<file path="src/rtl/ppr_pkg.sv">
// ppr_pkg: shared types for the PPR top-k selector.
//   DATA_WIDTH / ADDR_WIDTH : score width and global node-id width.
//   cand_t                  : one (score, node id, valid) list entry.
//   topk_state_t            : scan/emit controller states.
//   cand_better(a, b)       : ranking order used by the sorted list.
package ppr_pkg;

    localparam int DATA_WIDTH = 32;
    localparam int ADDR_WIDTH = 13;

    typedef struct packed {
        logic [DATA_WIDTH-1:0] score;
        logic [ADDR_WIDTH-1:0] node_id;
        logic                  valid;
    } cand_t;

    typedef enum logic [1:0] {
        ST_IDLE   = 2'd0,
        ST_ISSUE  = 2'd1,
        ST_INSERT = 2'd2,
        ST_EMIT   = 2'd3
    } topk_state_t;

    // A valid candidate ranks above any empty slot. Between two valid
    // entries the higher score wins and equal scores fall back to the
    // lower node id, so the result does not depend on scan order.
    function automatic logic cand_better(input cand_t a, input cand_t b);
        logic higher_score;
        logic tie_lower_id;
        higher_score = (a.score > b.score);
        tie_lower_id = (a.score == b.score) && (a.node_id < b.node_id);
        return a.valid && (!b.valid || higher_score || tie_lower_id);
    endfunction

endpackage

</file>
<file path="src/rtl/topk_insert_list.sv">
// topk_insert_list: TOPK-slot register list kept sorted best-first.
//   clk, rst  : clock, synchronous active-high reset (clears every slot).
//   clear     : invalidate every slot.
//   ins_en    : insert ins_cand at its ranked position (tail drops out).
//   ins_cand  : candidate entry.
//   pop       : drop slot 0 and shift the list up by one.
//   head      : slot 0.
//   count     : number of valid slots.
module topk_insert_list
    import ppr_pkg::*;
#(
    parameter int TOPK  = 4,
    parameter int CNT_W = $clog2(TOPK + 1)
) (
    input  logic             clk,
    input  logic             rst,
    input  logic             clear,
    input  logic             ins_en,
    input  cand_t            ins_cand,
    input  logic             pop,
    output cand_t            head,
    output logic [CNT_W-1:0] count
);

    cand_t            slot_q [TOPK];
    cand_t            slot_d [TOPK];
    logic [CNT_W-1:0] count_q;
    logic [CNT_W-1:0] count_d;

    // Next list contents: clear, ranked insert, or pop-and-shift.
    always_comb begin
        int  pos;
        logic found;
        for (int k = 0; k < TOPK; k++) begin
            slot_d[k] = slot_q[k];
        end
        count_d = count_q;
        pos     = 0;
        found   = 1'b0;
        if (clear) begin
            for (int k = 0; k < TOPK; k++) begin
                slot_d[k] = '0;
            end
            count_d = '0;
        end else if (ins_en) begin
            // Valid slots are contiguous from slot 0, so the first slot the
            // candidate beats is its rank; nothing beaten means discard.
            for (int k = 0; k < TOPK; k++) begin
                if (!found && cand_better(ins_cand, slot_q[k])) begin
                    found = 1'b1;
                    pos   = k;
                end
            end
            for (int k = 1; k < TOPK; k++) begin
                if (found && (k > pos)) begin
                    slot_d[k] = slot_q[k-1];
                end
            end
            for (int k = 0; k < TOPK; k++) begin
                if (found && (k == pos)) begin
                    slot_d[k]       = ins_cand;
                    slot_d[k].valid = 1'b1;
                end
            end
            if (found && (count_q != CNT_W'(TOPK))) begin
                count_d = count_q + CNT_W'(1);
            end
        end else if (pop) begin
            for (int k = 0; k < TOPK - 1; k++) begin
                slot_d[k] = slot_q[k+1];
            end
            slot_d[TOPK-1] = '0;
            if (count_q != CNT_W'(0)) begin
                count_d = count_q - CNT_W'(1);
            end
        end else begin
            count_d = count_q;
        end
    end

    // Slot and occupancy registers.
    always_ff @(posedge clk) begin
        if (rst) begin
            for (int k = 0; k < TOPK; k++) begin
                slot_q[k] <= '0;
            end
            count_q <= '0;
        end else begin
            for (int k = 0; k < TOPK; k++) begin
                slot_q[k] <= slot_d[k];
            end
            count_q <= count_d;
        end
    end

    assign head  = slot_q[0];
    assign count = count_q;

endmodule

</file>
<file path="src/rtl/ppr_topk_select.sv">
// ppr_topk_select: scans PARALLEL score-sum banks after start, keeps the
// TOPK best (score, node id) pairs and streams them out best first.
//   clk, rst     : clock, synchronous active-high reset.
//   start        : one-cycle pulse, accepted only in IDLE.
//   rd_addr/rd_en: bank read port (same address on every lane).
//   rd_data      : bank read data, one cycle after rd_en.
//   out_*        : valid/ready result stream; out_last flags the final entry.
//   busy / done  : activity flag and end-of-list pulse.
module ppr_topk_select
    import ppr_pkg::*;
#(
    parameter int PARALLEL = 4,
    parameter int NODE_NUM = 5,
    parameter int TOPK     = 4,
    parameter int SUM_BASE = 0
) (
    input  logic                           clk,
    input  logic                           rst,
    input  logic                           start,
    output logic [ADDR_WIDTH*PARALLEL-1:0] rd_addr,
    output logic [PARALLEL-1:0]            rd_en,
    input  logic [DATA_WIDTH*PARALLEL-1:0] rd_data,
    output logic                           out_valid,
    input  logic                           out_ready,
    output logic [ADDR_WIDTH-1:0]          out_node_id,
    output logic [DATA_WIDTH-1:0]          out_score,
    output logic                           out_last,
    output logic                           busy,
    output logic                           done
);

    localparam int LANE_W = (PARALLEL > 1) ? $clog2(PARALLEL) : 1;
    localparam int CNT_W  = $clog2(TOPK + 1);

    topk_state_t           state_q, state_d;
    logic [ADDR_WIDTH-1:0] idx_q, idx_d;
    logic [LANE_W-1:0]     lane_q, lane_d;
    logic [DATA_WIDTH-1:0] lat_q [PARALLEL];
    logic [ADDR_WIDTH-1:0] rd_addr_q;
    logic                  rd_en_q, out_valid_q, busy_q, done_q, done_d;
    logic                  clear_s, ins_en_s, pop_s, hs_s;
    cand_t                 cand_s, head_s;
    logic [CNT_W-1:0]      count_s;

    assign hs_s = out_valid_q && out_ready && head_s.valid;

    // Lane 0 comes straight from the bank; later lanes from the latches.
    always_comb begin
        cand_s         = '0;
        cand_s.valid   = 1'b1;
        cand_s.node_id = ADDR_WIDTH'(int'(lane_q) * NODE_NUM) + idx_q;
        if (lane_q == LANE_W'(0)) begin
            cand_s.score = rd_data[DATA_WIDTH-1:0];
        end else begin
            cand_s.score = lat_q[lane_q];
        end
    end

    // Controller next state and list control strobes.
    always_comb begin
        state_d  = state_q;
        idx_d    = idx_q;
        lane_d   = lane_q;
        clear_s  = 1'b0;
        ins_en_s = 1'b0;
        pop_s    = 1'b0;
        done_d   = 1'b0;
        case (state_q)
            ST_IDLE: begin
                if (start) begin
                    clear_s = 1'b1;
                    idx_d   = '0;
                    state_d = ST_ISSUE;
                end else begin
                    state_d = ST_IDLE;
                end
            end
            ST_ISSUE: begin
                lane_d  = '0;
                state_d = ST_INSERT;
            end
            ST_INSERT: begin
                ins_en_s = 1'b1;
                if (lane_q == LANE_W'(PARALLEL - 1)) begin
                    if (idx_q == ADDR_WIDTH'(NODE_NUM - 1)) begin
                        state_d = ST_EMIT;
                    end else begin
                        idx_d   = idx_q + ADDR_WIDTH'(1);
                        state_d = ST_ISSUE;
                    end
                end else begin
                    lane_d = lane_q + LANE_W'(1);
                end
            end
            ST_EMIT: begin
                if (hs_s) begin
                    pop_s = 1'b1;
                    if (count_s == CNT_W'(1)) begin
                        done_d  = 1'b1;
                        state_d = ST_IDLE;
                    end else begin
                        state_d = ST_EMIT;
                    end
                end else begin
                    state_d = ST_EMIT;
                end
            end
            default: begin
                state_d = ST_IDLE;
            end
        endcase
    end

    // State, counters and registered outputs, all decoded from next state.
    always_ff @(posedge clk) begin
        if (rst) begin
            state_q     <= ST_IDLE;
            idx_q       <= '0;
            lane_q      <= '0;
            rd_addr_q   <= '0;
            rd_en_q     <= 1'b0;
            out_valid_q <= 1'b0;
            busy_q      <= 1'b0;
            done_q      <= 1'b0;
        end else begin
            state_q     <= state_d;
            idx_q       <= idx_d;
            lane_q      <= lane_d;
            rd_en_q     <= (state_d == ST_ISSUE);
            if (state_d == ST_ISSUE) begin
                rd_addr_q <= ADDR_WIDTH'(SUM_BASE) + idx_d;
            end else begin
                rd_addr_q <= rd_addr_q;
            end
            out_valid_q <= (state_d == ST_EMIT);
            busy_q      <= (state_d != ST_IDLE);
            done_q      <= done_d;
        end
    end

    // Capture every lane in the first INSERT cycle, when rd_data is valid.
    always_ff @(posedge clk) begin
        if (rst) begin
            for (int a = 0; a < PARALLEL; a++) begin
                lat_q[a] <= '0;
            end
        end else if ((state_q == ST_INSERT) && (lane_q == LANE_W'(0))) begin
            for (int a = 0; a < PARALLEL; a++) begin
                lat_q[a] <= rd_data[a*DATA_WIDTH +: DATA_WIDTH];
            end
        end else begin
            for (int a = 0; a < PARALLEL; a++) begin
                lat_q[a] <= lat_q[a];
            end
        end
    end

    topk_insert_list #(
        .TOPK  (TOPK),
        .CNT_W (CNT_W)
    ) u_list (
        .clk      (clk),
        .rst      (rst),
        .clear    (clear_s),
        .ins_en   (ins_en_s),
        .ins_cand (cand_s),
        .pop      (pop_s),
        .head     (head_s),
        .count    (count_s)
    );

    assign rd_addr     = {PARALLEL{rd_addr_q}};
    assign rd_en       = {PARALLEL{rd_en_q}};
    assign out_valid   = out_valid_q;
    assign out_node_id = head_s.node_id;
    assign out_score   = head_s.score;
    assign out_last    = out_valid_q && (count_s == CNT_W'(1));
    assign busy        = busy_q;
    assign done        = done_q;

endmodule

</file>
<file path="config.mk">
export PLATFORM = sky130hd
export DESIGN_NAME = ppr_topk_select
export DESIGN_NICKNAME = d
export VERILOG_FILES = /design/src/rtl/ppr_pkg.sv /design/src/rtl/topk_insert_list.sv /design/src/rtl/ppr_topk_select.sv
export SDC_FILE = /design/constraint.sdc
export NUM_CORES = 1
export LEC_CHECK = 0
export CAP_MARGIN = 20
export CORE_MARGIN = 2
export CORE_UTILIZATION = 45
export CTS_BUF_LIST = sky130_fd_sc_hd__clkbuf_8 sky130_fd_sc_hd__clkbuf_16
export DETAILED_ROUTE_END_ITERATION = 10
export HOLD_SLACK_MARGIN = 0.12
export PLACE_DENSITY = 0.66
export SETUP_SLACK_MARGIN = 0.4
export SYNTH_ARGS = -nofsm -noshare
export SYNTH_HDL_FRONTEND = slang
export SYNTH_SLANG_ARGS = --single-unit
</file>
<file path="constraint.sdc">
create_clock -name clk -period 13.15 [get_ports clk]
set_input_delay 2.63 -clock clk [delete_from_list [all_inputs] [get_ports clk]]
set_output_delay 2.63 -clock clk [all_outputs]
set_load 0.01 [all_outputs]
</file>
==> results of run 1 <==
## worst register-to-register path, delay by kind of cell (launching register included)
kind,cells,cell delay (ns)
simple gates,6,1.04
compound gates,7,2.01
buf+inv,1,0.65
flops,1,0.47
fa+ha+maj,4,1.33
xor+xnor,1,0.77
## flip-flops by register name (all words and copies together) (netlist names), named ones only
name,cells
done,1
idx_q,13
out_valid,1
lat_q,128
u_list.count,3
busy,1
rd_en_q,1
rd_addr_q,13
lane_q,2
state_q,2
u_list.slot_q,184
## worst max-delay path by stage
stage,startpoint,endpoint,slack (ns),cells past startpoint
3_5_place_dp,rd_data[0],u_list.slot_q[2][17],5.39,13
4_1_cts,rd_data[0],u_list.slot_q[2][26],5.97,13
3_3_place_gp,rd_data[0],u_list.slot_q[2][19],5.44,13
6_report,rd_data[0],u_list.slot_q[2][28],6.12,14
2_1_floorplan,rst,lat_q[0][0],7.22,2
5_1_grt,rd_data[0],u_list.slot_q[2][31],5.85,14
## layer usage
metal  share of wire (%)  vias up  GRT usage (%)
li1                    -     8412              -
met1                  45     8339           31.5
met2                  46      586           38.2
met3                 6.4       97           3.85
met4                 2.5        2           7.03
met5               0.022        -              0
## metrics by stage
stage / worst slack [ns] / hold slack, ns / area, um2
2_1_floorplan: 7.22 / 0.446 / 21700
3_3_place_gp: 5.44 / 0.463 / 23800
3_5_place_dp: 5.39 / 0.467 / 23800
4_1_cts: 5.97 / 0.470 / 25200
5_1_grt: 5.85 / 0.495 / 25200
6_report: 6.12 / 0.474 / 25200
## cells by family after synthesis
family                     Yosys count  synth area share [%]
and+or+nand+nor                    600                  13.6
AOI/OAI and AO/OA                  589                  18.2
buffers and inverters              414                  9.21
DFF                                351                  38.3
adders and majority gates          193                  11.2
muxes                              149                  8.93
xor gates and xnor gates            14                 0.566
## cells in the final DEF (no fill, tap or decap), types with 5 or more instances in the layout
| cell | n |
|---|---|
| a211o_1 | 7 |
| mux2_2 | 34 |
| xnor2_1 | 8 |
| a211oi_1 | 57 |
| o211ai_1 | 12 |
| nor4_1 | 7 |
| o21ai_1 | 5 |
| and4_1 | 9 |
| o21ai_0 | 81 |
| clkbuf_8 | 8 |
| a21oi_1 | 197 |
| a311oi_1 | 7 |
| nand2b_1 | 9 |
| ha_1 | 191 |
| nand3_1 | 23 |
| nor2_1 | 182 |
| dfxtp_1 | 222 |
| nand2_1 | 142 |
| a221o_1 | 38 |
| inv_1 | 197 |
| o31ai_1 | 6 |
| clkinv_2 | 5 |
| clkdlybuf4s50_1 | 236 |
| a21o_1 | 22 |
| clkbuf_16 | 42 |
| nor3_1 | 18 |
| nor2b_1 | 6 |
| buf_4 | 23 |
| clkinv_1 | 5 |
| o22ai_1 | 42 |
| edfxtp_1 | 128 |
| xor2_1 | 6 |
| nand4_1 | 34 |
| mux4_2 | 32 |
| o211a_1 | 43 |
| and2_1 | 135 |
| a31oi_1 | 18 |
| mux2i_1 | 83 |
| o21a_1 | 10 |
## cell type report
class                           instances  area (um2)  share of cell area, %
Clock buffer                           50        1160                   4.60
Clock inverter                         25         191                  0.759
Inverter                              189         709                   2.81
Multi-Input combinational cell       1545       11500                   45.4
Sequential cell                       351        8310                   33.0
Tap cell                              615         769                   3.05
Timing Repair Buffer                  262        2620                   10.4
## power groups by stage
stage	Combinational, W	Clock [W]	Sequential, W
floorplan	0.000289	0	0.00122
global placement	0.000427	0	0.00122
global route	0.000489	0.00120	0.00120
detailed placement	0.000440	0	0.00122
finish	0.000445	0.00114	0.00120
CTS	0.000442	0.00116	0.00120
==> reports/qor.yml, run 1 <==
via_per_inst: 5.74
postCtsSetupRepairBufs: 0
rows: 80
post_cts_resized: 0
wl_per_cell_um: 19.3
netlist_top_cells_area: "dfxtp_1 21%, edfxtp_1 18%, ha_1 11%"
tns_ns: 0
grt_first_pass_wirelength_mm: 93.1
required_ns: 13.65
max-vdd-ir-drop_mv: 0.0858
port_buffers: 236
worstHoldStart: "u_list.slot_q[3][7]"
cp-start-kind: "primary input"
synth_edf_count: 128
hold_viol: 0
totalWireLength_mm: 58.5
clkLatencyLatePin_ns: 0.58
switching_power_w: 0.000749
core_area_um2: 47600
dieArea_um2: 49900
ys_ff_latch: 351
seqPwrFrac_pct: 43.0
crit_chain: "clkdlybuf4s50_1, mux2i_1, ha_1, nand2b_1, a2111oi_0, nor4b_1, o41a_1, o22ai_2, o211a_2, buf_4, o21ai_4, nor2_4, buf_16, a221o_1"
clock_skew_ns: 0.0314
slowest_stage: "mux2i_1"
async_flop_share_pct: 0
slew_violations: 0
intPower_w: 0.00203
cts_inserted_buffers: 41
final_util_pct: 52.9
cts_tree: "built"
synth.top_cell.area_share_pct: 20.6
yosysUniqueCellTypes: 75
htree_levels: 2
path_delay_family: "compound AO/OA/AOI/OAI gates"
fmax_mhz: 142
postSynthNetCount: 2635
slew-limit-headroom_pct: 25.4
die_h_um: 223
path_class: "in -> reg"
fin_nets: 2715
antenna_found_initial: 1
synth_cells: 2310
ant_nets: 0
critPathBufInv: 3
drt_iter0_markers: 1516
r2r-end: "u_list.slot_q[0][29]"
slowest_delay_ns: 0.74
tightest_slew_ns: 1.12
clk_path_buf_depth: 3
finalCriticalPeriod_ns: 7.03
drive_above_1_share_pct: 7.47
route.vias.total: 17400
grt_pass1_vias: 17400
ys_seq_area_share_pct: 38.3
cp-end-kind: "register"
cellPowerDensity_nw_per_um2: 110
io_pins: 237
synth_most_common_cell: "dfxtp_1"
cp_max_fo: 43
grt_use_total_pct: 23.3
worstPathArrival_ns: 7.52
reg2regPathDepth: 19
rsz0062_at_grt: "false"
die_width_um: 223
clkSlewWorstSetupHoldPaths_ns: 0.06
cts.sink_count: 351
holdPathStages: 2
overflow: 0
switching_share_pct: 26.9
dp_cells: 2961
synth_warnings: 0
syn_area_um2: 21700
antennaDiodeCount: 0
status: "finished clean"
start_util_pct: 45.5
hold_path_class: "reg -> reg"
dpl.hpwl_mm: 40.9
dr.pass1.iters: 5
reg2reg_from: "lane_q[1]"
yosysTopAreaCell: "dfxtp_1"
area_growth_pct: 16.4
p_clk_share_pct: 41.0
period_share_pct: 53.4
grt_max_degree: 125
r2r_slack_ns: 6.71
nFillCells: 4242
gp_congestion: 0.884
root_buffer: "clkbuf_16"
design_power_total_w: 0.00278
synth.avg_cell_area_um2: 9.38
stdcell_count: 3037
finalSetupViolCount: 0
hold_end: "u_list.slot_q[2][7]"
comb_power_share_pct: 16.0
drv_cap: 0
synth_commonest_cells: "223 x dfxtp_1, 197 x a21oi_1, 192 x ha_1"
post-route-drc-count: 0
cts-hold-fix-buffers: 0
yosys_most_used_dff: "dfxtp_1"
p_leak_nw: 9.22
Note: power is estimated with default switching activity, not from simulation.
==> inputs of run 2 (changes only) <==
clock period = 7.4 ns   (was 13.15 ns; I/O delays follow)
==> reports/qor.yml, run 2 (same netlist as run 1, synthesis figures left out) <==
status: "finished clean"
finalSetupViolCount: 0  # unchanged
via_per_inst: 5.73  # -0.27%
cts_tree: "built"
die_h_um: 223  # unchanged
grt_max_degree: 116  # -7.2%
overflow: 0  # unchanged
regArea_um2: 8310  # unchanged
final_util_pct: 52.7  # -0.20 points
start_util_pct: 45.5  # unchanged
required_ns: 7.85  # -5.80 ns
hold_viol: 0  # unchanged
route.vias.total: 17400  # -0.21%
drt_iter0_markers: 1422  # -6.2%
wl_per_cell_um: 19.3  # +0.36%
tightest_slew_ns: 1.16  # +0.0400 ns
period_share_pct: 81.9
io_pins: 237  # unchanged
layout_commonest_cell: "clkdlybuf4s50_1"
cts_inserted_buffers: 39  # -4.9%
slew-limit-headroom_pct: 22.8  # -2.7 points
finalCriticalPeriod_ns: 6.06
final_cell_mix: "236 x clkdlybuf4s50_1, 222 x dfxtp_1, 197 x a21oi_1"
largest-register: "u_list.slot_q"
totalWireLength_mm: 58.8  # +0.43%
clock_skew_ns: 0.0153  # -0.0160 ns
nFillCells: 4296  # +1.3%
hold_path_class: "reg -> reg"
finalWorstSetupSlack_ns: 1.34  # -4.79 ns
cp_max_fo: 21  # -51%
drive_above_1_share_pct: 7.59  # +0.12 points
post_cts_resized: 0  # unchanged
path_class: "reg -> reg"
grt_use_total_pct: 23.1  # -0.20 points
fmax_mhz: 165
root_buffer: "clkbuf_16"
grt_pass1_vias: 17200  # -1.4%
tns_ns: 0  # unchanged
antennaDiodeCount: 0  # unchanged
dr.pass1.iters: 5  # unchanged
dieArea_um2: 49900  # unchanged
post-route-drc-count: 0  # unchanged
p_leak_nw: 9.20  # -0.19%
die_width_um: 223  # unchanged
multi_input_comb_area_um2: 11500  # about the same
fin_nets: 2720  # +0.18%
postCtsSetupRepairBufs: 0  # unchanged
comb_power_share_pct: 16.2  # +0.2 points
drv_cap: 0  # unchanged
intPower_w: 0.00352  # +73%
cts.sink_count: 351  # unchanged
ant_nets: 0  # unchanged
design_area_um2: 25100  # -0.38%
clkSlewWorstSetupHoldPaths_ns: 0.06  # about the same
clk_path_buf_depth: 3  # unchanged
slew_violations: 0  # unchanged
seqPwrFrac_pct: 44.2  # +1.2 points
switching_share_pct: 27.1  # +0.16 points
antenna_found_initial: 0  # -1
cp-start-kind: "register"
largest_reg_flops: 184  # unchanged
largestRegisters: "u_list.slot_q: 184 flops, lat_q: 128 flops"
cts-hold-fix-buffers: 0  # unchanged
cp-end-kind: "register"
post-place-ws_ns: 1.35  # -4.04 ns
clkLatencyLatePin_ns: 0.57  # about the same
cellPowerDensity_nw_per_um2: 192  # +74%
grt_first_pass_wirelength_mm: 92.2  # -1.0%
rsz0062_at_grt: "false"
port_buffers: 236  # unchanged
dpl_cell_area_um2: 23900  # +0.22%
max-vdd-ir-drop_mv: 0.149  # +74%
p_clk_share_pct: 39.6  # -1.4 points
htree_levels: 2  # unchanged
rows: 80  # unchanged
worstPathArrival_ns: 6.52  # -1.00 ns
dpl.hpwl_mm: 41.5  # +1.6%
core_area_um2: 47600  # unchanged
switching_power_w: 0.00131  # +74%
gp_congestion: 0.883  # about the same
area_growth_pct: 15.9
==> run 2: cell types whose count changed in the layout (fill, tap and decap cells not counted), sizes merged <==
cell and delta:
clkinvlp -1, buf +7, inv -3, clkbuf -5
clkinv +4
==> run 2: layer usage <==
layer  share of wire [%]  global-route usage, %  up-vias  wire (um)
met5                   0                      0        -          0
met4                 2.8                   7.81        0       1670
met3                 6.2                   4.17      108       3630
met1                  44                   29.8     8282      25900
li1                    -                      -     8414          -
met2                  47                   38.8      596      27600
==> run 2: worst max-delay path: stages (launching register included) <==
cell	delay (ns)
dfxtp_1	0.45
ha_1	0.28
ha_1	0.23
fa_1	0.40
a21o_1	0.20
a21oi_1	0.21
nand3b_1	0.19
nor2_1	0.07
xor2_1	0.66
ha_1	0.38
o21ai_0	0.20
o221ai_1	0.18
a21o_1	0.22
a221oi_1	0.47
o22ai_2	0.23
o211a_1	0.39
o21ai_4	0.53
nor2_2	0.07
buf_4	0.26
a221o_1	0.32
==> run 2: power by group through the flow <==
stage               combinational [W]  sequential, W  clock, W
floorplan                    0.000513        0.00216         0
global placement             0.000762        0.00217         0
detailed placement           0.000778        0.00217         0
CTS                          0.000782        0.00213   0.00195
global route                 0.000859        0.00214   0.00202
finish                       0.000783        0.00213   0.00191
==> run 2: worst paths after layout <==
kind	startpoint	to	slack, ns	depth (start not counted)
max	idx_q[1]	u_list.slot_q[2][44]	1.34	19
min	u_list.slot_q[3][7]	u_list.slot_q[2][7]	0.48	2
max reg2reg	idx_q[1]	u_list.slot_q[2][44]	1.34	19
min reg2reg	u_list.slot_q[3][7]	u_list.slot_q[2][7]	0.48	2
==> run 2: final cells by class <==
class	count	area share (%)
timing repair buffer	269	10.5
clock buffer	45	4.21
multi-input combinational	1545	45.6
sequential	351	33.1
clock inverter	25	0.692
inverter	189	2.82
tap	615	3.06
==> run 2: through the flow <==
| stage | total power, W | cells | hold WS, ns |
|---|---|---|---|
| floorplan | 0.00268 | 2310 | 0.446 |
| global placement | 0.00293 | 2969 | 0.458 |
| detailed placement | 0.00295 | 2969 | 0.464 |
| CTS | 0.00486 | 3039 | 0.474 |
| global route | 0.00502 | 3039 | 0.491 |
| finish | 0.00483 | 3039 | 0.476 |
